[src/rtl/aes_pkg.sv]
// Shared constants for the AES round controller: FSM states, key-size modes
// and the round count for each key size.
package aes_pkg;

  typedef enum logic [1:0] {
    IDLE  = 2'b00,
    ARK0  = 2'b01,
    ROUND = 2'b10,
    DONE  = 2'b11
  } ctrl_state_e;

  typedef enum logic [1:0] {
    MODE_128     = 2'b00,
    MODE_192     = 2'b01,
    MODE_256     = 2'b10,
    MODE_256_ALT = 2'b11
  } key_mode_e;

  localparam logic [3:0] NR_128 = 4'd10;
  localparam logic [3:0] NR_192 = 4'd12;
  localparam logic [3:0] NR_256 = 4'd14;

  // The reserved encoding 11 runs as a 256-bit key.
  function automatic logic [3:0] nr_of(input key_mode_e m);
    logic [3:0] nr;
    case (m)
      MODE_128: nr = NR_128;
      MODE_192: nr = NR_192;
      default:  nr = NR_256;
    endcase
    return nr;
  endfunction

endpackage

[src/rtl/aes_round_ctrl.sv]
// AES round sequencer: accepts a plaintext block, steps the external round
// datapath through ARK0 and Nr four-word rounds, then holds the ciphertext.
module aes_round_ctrl
  import aes_pkg::*;
(
  input  logic         clk,
  input  logic         reset_n,
  input  logic         in_valid,
  output logic         in_ready,
  input  logic [127:0] in_data,
  input  logic [1:0]   mode,
  output logic [3:0]   round,
  output logic [1:0]   width_sel,
  output logic [127:0] dp_data_in,
  input  logic [127:0] dp_data_out,
  output logic         out_valid,
  input  logic         out_ready,
  output logic [127:0] out_data,
  output logic         busy
);

  ctrl_state_e  state, state_nxt;
  key_mode_e    mode_reg, mode_nxt;
  logic [127:0] state_reg, state_reg_nxt;
  logic [3:0]   round_nxt;
  logic [1:0]   width_sel_nxt;

  always_ff @(posedge clk or negedge reset_n) begin
    if (!reset_n) begin
      state     <= IDLE;
      mode_reg  <= MODE_128;
      state_reg <= '0;
      round     <= '0;
      width_sel <= '0;
    end else begin
      state     <= state_nxt;
      mode_reg  <= mode_nxt;
      state_reg <= state_reg_nxt;
      round     <= round_nxt;
      width_sel <= width_sel_nxt;
    end
  end

  always_comb begin
    state_nxt     = state;
    mode_nxt      = mode_reg;
    state_reg_nxt = state_reg;
    round_nxt     = round;
    width_sel_nxt = width_sel;
    case (state)
      IDLE: begin
        if (in_valid) begin
          state_reg_nxt = in_data;
          mode_nxt      = key_mode_e'(mode);
          round_nxt     = '0;
          width_sel_nxt = '0;
          state_nxt     = ARK0;
        end
      end
      ARK0: begin
        state_reg_nxt = dp_data_out;
        round_nxt     = 4'd1;
        width_sel_nxt = '0;
        state_nxt     = ROUND;
      end
      ROUND: begin
        // width_sel wraps to 0 on the final word, so DONE holds round=Nr, width_sel=0.
        width_sel_nxt = width_sel + 2'd1;
        if (width_sel == 2'd3) begin
          state_reg_nxt = dp_data_out;
          if (round == nr_of(mode_reg)) begin
            state_nxt = DONE;
          end else begin
            round_nxt = round + 4'd1;
          end
        end
      end
      DONE: begin
        if (out_ready) begin
          state_nxt = IDLE;
        end
      end
      default: state_nxt = IDLE;
    endcase
  end

  assign in_ready   = (state == IDLE);
  assign busy       = (state != IDLE);
  assign out_valid  = (state == DONE);
  assign out_data   = state_reg;
  assign dp_data_in = state_reg;

endmodule

[config.mk]
export PLATFORM = sky130hd
export DESIGN_NAME = aes_round_ctrl
export DESIGN_NICKNAME = d
export VERILOG_FILES = /design/src/rtl/aes_pkg.sv /design/src/rtl/aes_round_ctrl.sv
export SDC_FILE = /design/constraint.sdc
export NUM_CORES = 1
export LEC_CHECK = 0
export CORE_AREA = 2 2 203 205
export DETAILED_ROUTE_END_ITERATION = 10
export DIE_AREA = 0 0 205 207
export PLACE_DENSITY_LB_ADDON = 0.12
export REMOVE_ABC_BUFFERS = 1
export SETUP_SLACK_MARGIN = 0.4
export SYNTH_ARGS = -nofsm -noshare
export SYNTH_HDL_FRONTEND = slang
export SYNTH_SLANG_ARGS = --single-unit
[constraint.sdc]
create_clock -name clk -period 1.9 [get_ports clk]
set_input_delay 0.285 -clock clk [delete_from_list [all_inputs] [get_ports clk]]
set_output_delay 0.285 -clock clk [all_outputs]
set_load 0.01 [all_outputs]
==> results <==
[per-stage QoR]
step                instance area, sq um  std cells   util  TNS (ns)  worst slack (ns)
floorplan                           6310        581      -   -429.55             -3.79
global placement                   12700       1676  0.315         0             0.135
detailed placement                 12700       1676  0.315         0            0.0898
CTS                                14000       1762  0.347         0             0.160
global route                       14700       1787  0.363         0            0.0888
finish                             14700       1787  0.363         0             0.154
[Yosys cell counts, types with 2 or more instances]
master | count | area share
o21ai_1 | 30 | 0.020
nand2b_1 | 3 | 0.0025
nor2b_1 | 2 | 0.0017
ha_1 | 8 | 0.013
dfrtp_1 | 138 | 0.46
clkbuf_1 | 15 | 0.0075
nand3_1 | 2 | 0.0013
mux2_2 | 2 | 0.0030
nand2_1 | 134 | 0.067
buf_6 | 2 | 0.0030
buf_2 | 27 | 0.018
inv_1 | 5 | 0.0025
a22oi_1 | 2 | 0.0020
o21ai_0 | 106 | 0.071
mux2i_1 | 128 | 0.17
buf_4 | 128 | 0.13
[path summary, 6_finish.rpt]
check,start,cells after the start,to,slack (ns)
max,state[1],9,dp_data_in[35],0.15
min,reset_n,2,round[3],0.37
max reg2reg,state[1],9,dp_data_in[35],0.15
min reg2reg,dp_data_in[53],2,dp_data_in[53],0.50
max in group asynchronous,reset_n,3,dp_data_in[59],0.92
min in group clk,in_data[79],3,dp_data_in[79],0.47
[metal layers]
metal / track usage / vias to the layer above / wire length (um)
li1: - / 3429 / -
met1: 0.178 / 3341 / 13700
met2: 0.265 / 250 / 17200
met3: 0.0352 / 19 / 1820
met4: 0.0380 / 0 / 302
met5: 0 / - / 0
[worst max-delay path: cells and delay by family (launching register included)]
kind	cells	cell delay [ns]
AND/OR/NAND/NOR	3	0.32
AO/OA/AOI/OAI	1	0.06
flip-flops	1	0.40
buffers and inverters	4	0.66
adder cells (fa/ha/maj)	1	0.17
[area by class of cell]
class,count,share of cell area
multi-input cells,438,0.215
flip-flops and latches,138,0.236
clock inverters,7,0.00615
inverters,5,0.00128
repair buffers,643,0.463
well taps,532,0.0454
clock buffers,24,0.0335
[kinds of logic after synthesis]
group,after synthesis
mux,131
flops,138
buf+inv,177
simple gates,153
compound gates,146
fa+ha+maj,8
[power groups by stage]
stage	Combinational [mW]	Clock (mW)	Sequential (mW)
2_1_floorplan	3.27	0	6.91
3_3_place_gp	16.3	0	6.11
3_5_place_dp	16.5	0	6.11
4_1_cts	19.1	3.50	6.02
5_1_grt	22.5	3.62	6.19
6_report	20.9	3.37	5.95
[what timing repair did]
action | 4_1_cts | 5_1_grt
gates resized for setup | 350 | 172
hold buffers | 1 | 0
endpoints found under the setup margin | 398 | 189
endpoints found under the hold margin | 35 | 0
buffers inserted | 37 | 16
pin swaps | 8 | 24
cloned | 17 | 9
==> implementation parameters <==
Parameter                              Value

Run status
  Result of the run    completed

Clock tree
  Clock sink count    138
  Clock root buffer    clkbuf_16
  Clock Latency Late Sink    roughly 0.43 ns
  Clock slew seen by the registers of the worst setup and hold paths    around 0.060 ns
  CTS tree    yes
  Maximum clock path buffer count    2
  H-tree Lvls    4
  Total CTS buffers    17

Synth
  Distinct cell type count after synthesis    37
  Mux contribution to synthesized area    0.176
  Mapped Avg Cell Area    9.94 sq um
  Cell area after synthesis    7490 sq um
  Asr flop ratio synth    1.00
  Total of flip-flops plus latches after synthesis    138
  Share of synthesized cell area in full adder, half adder and majority cells    0.0134
  Cells after synthesis    ~750
  Complex-gate fraction of the synthesized area    0.102
  Dominant combinational cell family by area after synthesis    multiplexers
  Simple-gate share of the synthesized area    0.0881
  XOR/XNOR Fraction of Synth Area    0
  Sequential share of the synthesized area    0.461
  Synth Flop Type    dfrtp_1
  Number of enable-type register cells in the synthesized netlist    0
  Warnings, synthesis    0

Placement
  I/O Buffers    526
  Sum of net half-perimeters after detailed placement    23,000 um
  Global placement routability congestion    about 0.75

Pwr
  Total power draw    between 30 and 40 mW
  Power share of the clock group    0.112
  Static Leakage    7.17 nW
  VDD IR-drop max    about 0.65 mV
  Share of total power consumed by net switching    0.402
  Internal power of the cells    18.1 mW
  Part of the power in combinational logic    0.692
  Net switching power of the design    12.2 mW
  Portion of total power attributed to sequential cells    0.197
  Pwr dens    between 2000 and 2500 nW/um^2

Finish
  Total area of multi-input combinational cells    3150 sq um
  Antenna diode instance count    0
  NumNets Final    1,513
  Footprint of the flip-flops and latches    between 3000 and 4000 sq um
  Share of layout cells above drive strength 1    0.195
  Growth of design area from synthesis to finish    95.8%
  Most frequent cells in the layout    clkdlybuf4s50_1, dlygate4sd2_1, dfrtp_1
  Commonest non-fill, non-tap cell in the layout    clkdlybuf4s50_1
  Max reg flops    128
  Fillers    4,167

Worst setup path
  Critical path fanouts, max    8
  Slowest cell on the critical path    dfrtp_1
  CP most frequent cell    buf_12
  Type of element launching the critical path    flop
  Highest cell delay on the worst timing path    0.40 ns
  Req. time, crit path    2.22 ns
  Cell-by-cell listing of the critical path    buf_4, ha_4, nand2b_4, nand3b_4, buf_12, buf_12, buf_16, nand2_2, o21ai_1
  CP Capture Type    flop
  Arrival time of data at the critical path endpoint    2.06 ns
  Crit Path Class    reg2reg

Timing
  Worst hold margin    0.369 ns
  Relative max-transition margin    0.681
  Setup Skew    0.0102 ns
  Final hold violation count    0
  Post-route fraction of the period consumed by the critical path    0.919
  Slew Viols, Final    0
  Setup repair after global routing missed its margin    true
  Achievable frequency    573 MHz
  Setup-violating endpoint count in the final report    0
  Measured slew at the worst slew-check pin    0.478 ns
  Min Clock Period, post-route    1.75 ns

GRT
  Pin count of the biggest net entering global routing    43
  Overall track demand over capacity in global routing    0.149
  Global-route congestion overflow total    0
  First-pass GRT wire length    between 40,000 and 50,000 um
  Number of antenna violations at the first check in global routing    0
  Vias in the first global route    approximately 7,300

Floorplan
  Die Y-Extent    207 um
  IO Count    527
  Die Footprint    42,400 sq um
  Placement Rows    74
  Die X-Extent    between 200 and 250 um
  Placeable core area    40,400 sq um
  Starting density of the core    0.186

Detailed routing
  Detail-routed via count per cell    roughly 3.9
  Number of design-rule violations left by the first detailed-router iteration    189
  Routed vias    approximately 7,000
  Routed wire length    approximately 33,000 um
  Count of nets left with antenna violations after detail routing    0
  Routed length per instance    18.5 um
  DRC Markers    0
  Number of detailed-routing iterations run before antenna repair    5

Hold path
  HP Class    in2async

Flow run
  Max-capacitance violation count    0
No activity file was read; power rests on OpenSTA's default activity.
